--- src/rtl/wb_mailbox_pkg.sv ---
// Shared definitions for the Wishbone mailbox: register offsets, bit positions
// and the protocol state encoding.
package wb_mailbox_pkg;

  // Word offsets (wb_adr_i[5:2])
  localparam logic [3:0] REG_DATA   = 4'h0;
  localparam logic [3:0] REG_STATUS = 4'h1;
  localparam logic [3:0] REG_CTRL   = 4'h2;
  localparam logic [3:0] REG_THRESH = 4'h3;

  localparam int ST_EMPTY     = 0;
  localparam int ST_FULL      = 1;
  localparam int ST_OVF       = 2;
  localparam int ST_UNF       = 3;
  localparam int ST_COUNT_LSB = 8;

  localparam int CTRL_IRQ_EN = 0;
  localparam int CTRL_FLUSH  = 1;

  typedef enum logic {
    IDLE = 1'b0,
    RESP = 1'b1
  } state_t;

endpackage

--- src/rtl/mailbox_fifo.sv ---
// Synchronous word FIFO with flush; storage is deliberately left unreset.
module mailbox_fifo #(
  parameter int DEPTH = 16,
  localparam int AW = $clog2(DEPTH),
  localparam int CW = AW + 1
) (
  input  logic          clk,
  input  logic          rst,
  input  logic          push,
  input  logic          pop,
  input  logic          flush,
  input  logic [31:0]   din,
  output logic [31:0]   dout,
  output logic          full,
  output logic          empty,
  output logic [CW-1:0] count
);

  logic [31:0]   mem [DEPTH];
  logic [AW-1:0] wr_ptr;
  logic [AW-1:0] rd_ptr;
  logic          do_push;
  logic          do_pop;

  assign full    = (count == CW'(DEPTH));
  assign empty   = (count == '0);
  assign do_push = push & ~full;
  assign do_pop  = pop & ~empty;
  assign dout    = mem[rd_ptr];

  always_ff @(posedge clk) begin
    if (rst || flush) begin
      wr_ptr <= '0;
      rd_ptr <= '0;
      count  <= '0;
    end else begin
      if (do_push) wr_ptr <= wr_ptr + 1'b1;
      if (do_pop)  rd_ptr <= rd_ptr + 1'b1;
      count <= count + CW'(do_push) - CW'(do_pop);
    end
  end

  always_ff @(posedge clk) begin
    if (!rst && !flush && do_push) mem[wr_ptr] <= din;
  end

endmodule

--- src/rtl/wb_mailbox.sv ---
// Wishbone classic slave mailbox: a 32-bit FIFO with status, control and
// threshold interrupt. Each access is sampled in IDLE and terminated in RESP.
module wb_mailbox
  import wb_mailbox_pkg::*;
#(
  parameter int DEPTH = 16
) (
  input  logic        wb_clk_i,
  input  logic        wb_rst_i,
  input  logic [5:0]  wb_adr_i,
  input  logic [31:0] wb_dat_i,
  input  logic [3:0]  wb_sel_i,
  input  logic        wb_we_i,
  input  logic        wb_cyc_i,
  input  logic        wb_stb_i,
  input  logic [2:0]  wb_cti_i,
  input  logic [1:0]  wb_bte_i,
  output logic [31:0] wb_dat_o,
  output logic        wb_ack_o,
  output logic        wb_err_o,
  output logic        wb_rty_o,
  output logic        irq_o,
  output state_t      fsm_state
);

  localparam int CW = $clog2(DEPTH) + 1;

  state_t        state, state_next;
  logic          ack_d, err_d, push, pop, flush;
  logic          ovf_set, unf_set, ovf_clr, unf_clr;
  logic [31:0]   dat_d, status_word, head;
  logic          ovf, unf, irq_en, irq_en_d;
  logic [7:0]    thresh, thresh_d, count8;
  logic          full, empty;
  logic [CW-1:0] count;
  logic [3:0]    reg_sel;
  logic          unused_ok;

  assign wb_rty_o  = 1'b0;
  assign fsm_state = state;
  assign reg_sel   = wb_adr_i[5:2];
  assign count8    = 8'(count);
  assign unused_ok = ^{wb_cti_i, wb_bte_i, wb_adr_i[1:0]};

  mailbox_fifo #(.DEPTH(DEPTH)) u_fifo (
    .clk   (wb_clk_i),
    .rst   (wb_rst_i),
    .push  (push),
    .pop   (pop),
    .flush (flush),
    .din   (wb_dat_i),
    .dout  (head),
    .full  (full),
    .empty (empty),
    .count (count)
  );

  always_comb begin
    status_word                        = '0;
    status_word[ST_EMPTY]              = empty;
    status_word[ST_FULL]               = full;
    status_word[ST_OVF]                = ovf;
    status_word[ST_UNF]                = unf;
    status_word[ST_COUNT_LSB +: 8]     = count8;
  end

  always_ff @(posedge wb_clk_i) begin
    if (wb_rst_i) state <= IDLE;
    else          state <= state_next;
  end

  // All side effects are decoded only in IDLE, so each access acts exactly once.
  always_comb begin
    state_next = state;
    ack_d      = 1'b0;
    err_d      = 1'b0;
    dat_d      = '0;
    push       = 1'b0;
    pop        = 1'b0;
    flush      = 1'b0;
    ovf_set    = 1'b0;
    unf_set    = 1'b0;
    ovf_clr    = 1'b0;
    unf_clr    = 1'b0;
    irq_en_d   = irq_en;
    thresh_d   = thresh;
    case (state)
      IDLE: begin
        if (wb_cyc_i && wb_stb_i) begin
          state_next = RESP;
          case (reg_sel)
            REG_DATA: begin
              if (wb_we_i) begin
                if (wb_sel_i != 4'hF) err_d = 1'b1;
                else begin
                  ack_d = 1'b1;
                  if (full) ovf_set = 1'b1;
                  else      push    = 1'b1;
                end
              end else begin
                ack_d = 1'b1;
                if (empty) unf_set = 1'b1;
                else begin
                  pop   = 1'b1;
                  dat_d = head;
                end
              end
            end
            REG_STATUS: begin
              ack_d = 1'b1;
              if (!wb_we_i) dat_d = status_word;
              else if (wb_sel_i[0]) begin
                ovf_clr = wb_dat_i[ST_OVF];
                unf_clr = wb_dat_i[ST_UNF];
              end
            end
            REG_CTRL: begin
              ack_d = 1'b1;
              if (!wb_we_i) dat_d = {31'b0, irq_en};
              else if (wb_sel_i[0]) begin
                irq_en_d = wb_dat_i[CTRL_IRQ_EN];
                flush    = wb_dat_i[CTRL_FLUSH];
              end
            end
            REG_THRESH: begin
              ack_d = 1'b1;
              if (!wb_we_i)         dat_d    = {24'b0, thresh};
              else if (wb_sel_i[0]) thresh_d = wb_dat_i[7:0];
            end
            default: err_d = 1'b1;
          endcase
        end
      end
      RESP: state_next = IDLE;
      default: state_next = IDLE;
    endcase
  end

  always_ff @(posedge wb_clk_i) begin
    if (wb_rst_i) begin
      wb_ack_o <= 1'b0;
      wb_err_o <= 1'b0;
      wb_dat_o <= '0;
      ovf      <= 1'b0;
      unf      <= 1'b0;
      irq_en   <= 1'b0;
      thresh   <= '0;
      irq_o    <= 1'b0;
    end else begin
      wb_ack_o <= ack_d;
      wb_err_o <= err_d;
      wb_dat_o <= dat_d;
      ovf      <= ovf_set | (ovf & ~ovf_clr);
      unf      <= unf_set | (unf & ~unf_clr);
      irq_en   <= irq_en_d;
      thresh   <= thresh_d;
      irq_o    <= irq_en & (count8 >= thresh) & (thresh != 8'd0);
    end
  end

endmodule

--- config.mk ---
export PLATFORM = sky130hd
export DESIGN_NAME = wb_mailbox
export DESIGN_NICKNAME = d
export VERILOG_FILES = /design/src/rtl/wb_mailbox_pkg.sv /design/src/rtl/mailbox_fifo.sv /design/src/rtl/wb_mailbox.sv
export SDC_FILE = /design/constraint.sdc
export NUM_CORES = 1
export LEC_CHECK = 0
export ABC_AREA = 1
export BUFFER_PORTS_ARGS = -buffer_cell sky130_fd_sc_hd__buf_2
export CAP_MARGIN = 20
export CORE_AREA = 4 4 260 262
export DETAILED_ROUTE_END_ITERATION = 16
export DIE_AREA = 0 0 264 266
export PLACE_DENSITY_LB_ADDON = 0.1
export SYNTH_ARGS = -nofsm -noshare
export SYNTH_HDL_FRONTEND = slang
export SYNTH_SLANG_ARGS = --single-unit
--- constraint.sdc ---
create_clock -name wb_clk_i -period 10.3 [get_ports wb_clk_i]
set_input_delay 2.06 -clock wb_clk_i [delete_from_list [all_inputs] [get_ports wb_clk_i]]
set_output_delay 2.06 -clock wb_clk_i [all_outputs]
set_load 0.03 [all_outputs]
# Yosys cells after proc, flatten, opt, wreduce, memory -nomap -nowiden
# Memories as Yosys holds them, arrays and structs flattened. A register that Yosys moved wholly into a read port is not among the register bits.
# Index checks and enable logic that the tools add are counted.
[word_totals] ramBits=512 input_bits=52 mem_count=1 out_inout_bits=37 ff_bits=60
[op_classes] n_reduce_logical=13 n_eq_ne=5 bitwise_logic=14 add_sub_neg=4 mux=55 order_cmp=1
[memory_table] name="u_fifo.mem" words=16 width=32 read_ports=1 rd_ports_with_merged_regs=1 wr=1 line="mailbox_fifo.sv:19" text="logic [31:0] mem [DEPTH];"
[op_table] op="32-bit case mux with 4 select lines" count=1
[op_table] op="32-bit 2-to-1 mux" count=2
[op_table] op="1-bit 2-to-1 mux" count=45
[op_table] op="13-bit 2-to-1 mux" count=1
[op_table] op="5-bit AND reduction" count=2
[op_table] op="4-bit by 1-bit adder with 4-bit output, second input constant" count=2
[op_table] op="4-bit by 2-bit == test with 1-bit output, second input constant" count=2
[op_table] op="5-bit by 8-bit >= comparator with 1-bit output" count=1
[op_table] op="4-bit 2-to-1 mux" count=2
[op_table] op="8-bit 2-to-1 mux" count=1
[op_table] op="8-bit nonzero test" count=1
[op_table] op="1-bit AND" count=6
[op_table] op="1-bit inverter" count=6
[op_table] op="1-bit case mux with 2 select lines" count=3
[op_table] op="3-bit OR reduction" count=2
[op_table] op="5-bit by 1-bit adder with 5-bit output" count=1
[op_table] op="5-bit == test, second input constant" count=1
[op_table] op="5-bit logical NOT" count=1
[op_table] op="5-bit by 1-bit subtractor with 5-bit output" count=1
[op_table] op="4-bit by 1-bit == test with 1-bit output, second input constant" count=1
[op_table] op="4-bit logical NOT" count=1
[op_table] op="4-bit inequality test, second input constant" count=1
[op_table] op="1-bit logical AND" count=3
[op_table] op="1-bit logical NOT" count=2
[op_table] op="other kinds (2)" count=3

# Logic depth before layout (Yosys ltp)
[depth] ltp_word=11 depth_mapped=19

# Hierarchy
# A second synthesis with hierarchy kept.
[hier_totals] hier_cells=2452 hier_area_um2=24818.8
[by_module_without_submodules] mod="mailbox_fifo" seq_area_each_um2=15715.1 n_inst=1 area_each_um2=22929.5 cells_per_inst=2198
[by_module_without_submodules] mod="wb_mailbox" seq_area_each_um2=940.9 n_inst=1 area_each_um2=1889.3 cells_per_inst=254

# Least setup slack after synthesis
# No wires, ideal clock.
[synth_timing] path_kind="input port to flip-flop" startpoint="input wb_cyc_i" endpoint="memory u_fifo.mem[0][0], enable pin" cell_stages=10 t_arrival_ns=4.292 n_path_buf=0 required_time_ns=9.879 setup_slack_ns=5.587 cell_sequence="nand2_1 inv_1 nand2_2 nor2_1 and2_1 nand2_1 nand2_1 nor2_1 nand2_1 nor2_1"
[synth_between] elab_chain_cells=8 word_cells_on_any_way=11 classes_between="6 x mux; 1 x bitwise; 4 x reduce/logical"
[synth_rtl] item="start: declaration" line="wb_mailbox.sv:14" text="input logic wb_cyc_i,"
[synth_rtl] item="1-bit logical AND (*)" line="wb_mailbox.sv:89" text="if (wb_cyc_i && wb_stb_i) begin"
[synth_rtl] item="1-bit 2-to-1 mux" line="wb_mailbox.sv:89"
[synth_rtl] item="1-bit 2-to-1 mux" line="wb_mailbox.sv:87" text="case (state)"
[synth_rtl] item="1-bit logical NOT" line="mailbox_fifo.sv:44" text="if (!rst && !flush && do_push) mem[wr_ptr] <= din;"
[synth_rtl] item="1-bit logical AND" line="mailbox_fifo.sv:44"
[synth_rtl] item="1-bit logical AND (*)" line="mailbox_fifo.sv:44"
[synth_rtl] item="1-bit 2-to-1 mux (*)" line="mailbox_fifo.sv:44"
[synth_rtl] item="1-bit 2-to-1 mux (not written as such) (*)" line="mailbox_fifo.sv:44"
[synth_rtl] item="end: declaration" line="mailbox_fifo.sv:19"
# Mark *: on every way between the ends. The rest lies on a longest branch, timed or not.

# Worst setup path in the final report
[layout_timing] startpoint="input wb_cyc_i" endpoint="memory u_fifo.mem[12][9], enable pin"
# Same word-level chain as after synthesis.

==> out/metrics.yaml <==
cts:
  cts_resized: 0
  cts_tree: "built"
  htreeDepth: 2
  ctsHoldBuffers: 0
  clk_pin_slew_ns: 0.06
  root_buffer: "clkbuf_16"
  cts_made_buffers: 61
  cts_sinks: 576
  clk-insertion-delay-late_ns: 0.63
  cts_setup_buffers: 0
  cts_buffer_depth: 3
yosys:
  netlist_area_um2: 23300
  synth_seq_area_share: 0.715
  synth-edff-count: 512
  yosysMostFrequentCell: "edfxtp_1"
  yosysTopAreaCellShare: 0.660
  syn-num-nets: 2116
  synthTopCellsByCount: "edfxtp_1 (512), nand2_1 (451), nor2_1 (232)"
  ys_ff_latch: 576
  synth-main-ff-cell: "edfxtp_1"
  synth_largest_area_cell: "edfxtp_1"
  ys_warn_count: 0
  syn-instance-count: 2047
  synth_area_leaders: "edfxtp_1 (66%), nand2_1 (7.3%), dfxtp_1 (5.5%)"
  async_reset_ff_frac: 0
  synth.avg_cell_area_um2: 11.4
  synth.distinct_cells: 34
detailed_routing:
  drc: 0
  met2_wirelength_mm: 28.6
  dr.max_layer_used: "met5"
  ant_nets: 0
  routedWlPerCell_um: 20.0
  dr.pass1.iters: 5
  drt-total-wl_mm: 60.4
  route.vias.total: 14800
  m1WireLength_mm: 28.1
  dr_wl_met3_mm: 2.43
  viasPerCell: 4.90
  drt_iter0_markers: 954
pwr:
  power_frac_clock: 0.443
  p_switching_mw: 0.932
  peakVddDrop_v: 0.000126
  p_int_mw: 3.71
  power.density_nw_per_um2: 176
  leakage_nw: 9.66
  power_frac_comb: 0.010
  netSwitchingFraction: 0.201
  seqPwrFrac: 0.547
timing:
  worstMarginPinSlew_ns: 0.981
  finalCritPeriodShare: 0.420
  min_period_ns: 4.33
  fin_tns_setup_ns: 0
  slew_violations: 0
  timing.fmax_mhz: 231
  setup_viol: 0
  fin_skew_ns: 0.0198
  maxSlewHeadroom: 0.346
  rsz0062_at_grt: "false"
  hold_viol: 0
critical_path:
  crit_path_start: "wb_cyc_i"
  start_kind: "primary input"
  r2r_end: "wb_dat_o[3]"
  crit_type: "primary input to flip-flop"
  cp.required_ns: 10.55
  endpoint_kind: "flip-flop"
  cp.arrival_ns: 4.58
  critPathCapture: "u_fifo.mem[12][9]"
  rrSetupSlack_ns: 7.00
  critPathMaxFanout: 23
  rr_worst_depth: 10
min_path:
  hp-class: "flip-flop to flip-flop"
  min_from: "unf"
floorplanning:
  row_count: 94
  die_h_um: 266
  die_w_um: 264
  coreArea_um2: 65400
  start_util: 0.356
  io_pins: 89
  dieArea_um2: 70200
finish:
  stdcell_area_um2: 26400
  drive_gt1_frac: 0.103
  antenna_cells: 0
  nFillCells: 6322
  final_nets: 2175
  syn_to_final_growth_pct: 13.3
placed_design:
  placed_cell_area_um2: 24500
  port_buffers: 80
  gp_congestion: 0.749
  dp_hpwl_mm: 30.6
global_route:
  grt_max_degree: 91
  first_global_vias: 14700
  globalRouteTotalUtil: 0.168
  grt_pass1_wl_mm: 91.2
  gr-total-overflow: 0
  antenna_found_initial: 2
status:
  outcome: "finished, final reports clean"
run:
  drv_cap: 0
-- worst max-delay path, cell delays in order --
cell     delay (ns)
buf_2          0.10
nand2_1        0.06
inv_1          0.07
nand2_2        0.14
nor2_1         0.15
and2_1         0.21
nand2_1        0.06
nand2_1        0.27
nor2_1         0.24
nand2_1        0.26
nor2_4         0.40
buf_4          0.52
-- state kept, by name, indices dropped and copies added (netlist names), named ones only --
signal,cells
thresh,8
irq_o,1
irq_en,1
u_fifo.wr_ptr,4
u_fifo.mem,512
u_fifo.rd_ptr,4
unf,1
fsm_state,1
wb_dat_o,32
u_fifo.count,5
wb_ack_o,1
ovf,1
wb_err_o,1
-- cells by family after synthesis --
| kind of cell | share of synthesized area |
|---|---|
| AND/OR/NAND/NOR | 0.158 |
| AO/OA/AOI/OAI | 0.0649 |
| flip-flops | 0.715 |
| other | 0.000161 |
| adder cells (fa/ha/maj) | 0.00945 |
| XOR/XNOR | 0.00113 |
| buffers and inverters | 0.0518 |
-- cell type report --
cell class / instances / area (um^2) / share of cell area
Clock buffer: 91 / 1700 / 0.0644
Clock inverter: 23 / 164 / 0.00621
Inverter: 162 / 621 / 0.0235
Multi-Input combinational cell: 1197 / 5550 / 0.210
Sequential cell: 576 / 16700 / 0.631
Tap cell: 864 / 1080 / 0.0410
Timing Repair Buffer: 108 / 611 / 0.0231
-- layout by cell type, fill, tap and decap left out, types with 3 or more instances in the layout --
cell / count
nand4_1: 4
buf_2: 80
buf_4: 28
edfxtp_1: 512
clkbuf_16: 62
nand3_1: 192
nor3_1: 3
nor2_1: 216
clkinv_1: 9
nor2_4: 16
clkbuf_1: 25
clkbuf_8: 4
o21ai_0: 165
inv_2: 3
clkinv_2: 9
dfxtp_4: 3
a21oi_1: 38
dfxtp_1: 60
nand2_1: 451
o22ai_1: 76
inv_1: 156
ha_1: 16
-- routing by layer --
metal  vias to the layer above  track usage
met2                       238        0.282
met4                         2       0.0373
met3                        83       0.0275
met5                         -            0
met1                      7322        0.232
li1                       7150            -
-- per-stage QoR --
stage	std cells	hold WS, ns	total power [mW]	setup slack (ns)	util
3_5_place_dp	2907	0.459	2.64	5.24	0.375
5_1_grt	3021	0.491	4.81	5.76	0.404
6_report	3021	0.468	4.64	5.97	0.404
2_1_floorplan	2047	0.439	2.60	5.59	-
3_3_place_gp	2907	0.462	2.64	5.25	0.375
4_1_cts	3021	0.469	4.70	5.91	0.404
-- power by group through the flow --
stage	clock network, mW	registers [mW]	logic [mW]
6_report	2.06	2.54	0.0480
5_1_grt	2.22	2.54	0.0538
2_1_floorplan	0	2.59	0.00860
4_1_cts	2.12	2.54	0.0488
3_5_place_dp	0	2.59	0.0487
3_3_place_gp	0	2.59	0.0474
-- worst min-delay path by stage --
| stage | slack, ns | endpoint | cells past startpoint |
|---|---|---|---|
| 6_report | 0.47 | unf | 2 |
| 5_1_grt | 0.49 | ovf | 2 |
| 4_1_cts | 0.47 | unf | 2 |
| 3_5_place_dp | 0.46 | unf | 2 |
| 3_3_place_gp | 0.46 | unf | 2 |
| 2_1_floorplan | 0.44 | ovf | 2 |
Note: power is estimated with default switching activity, not from simulation.
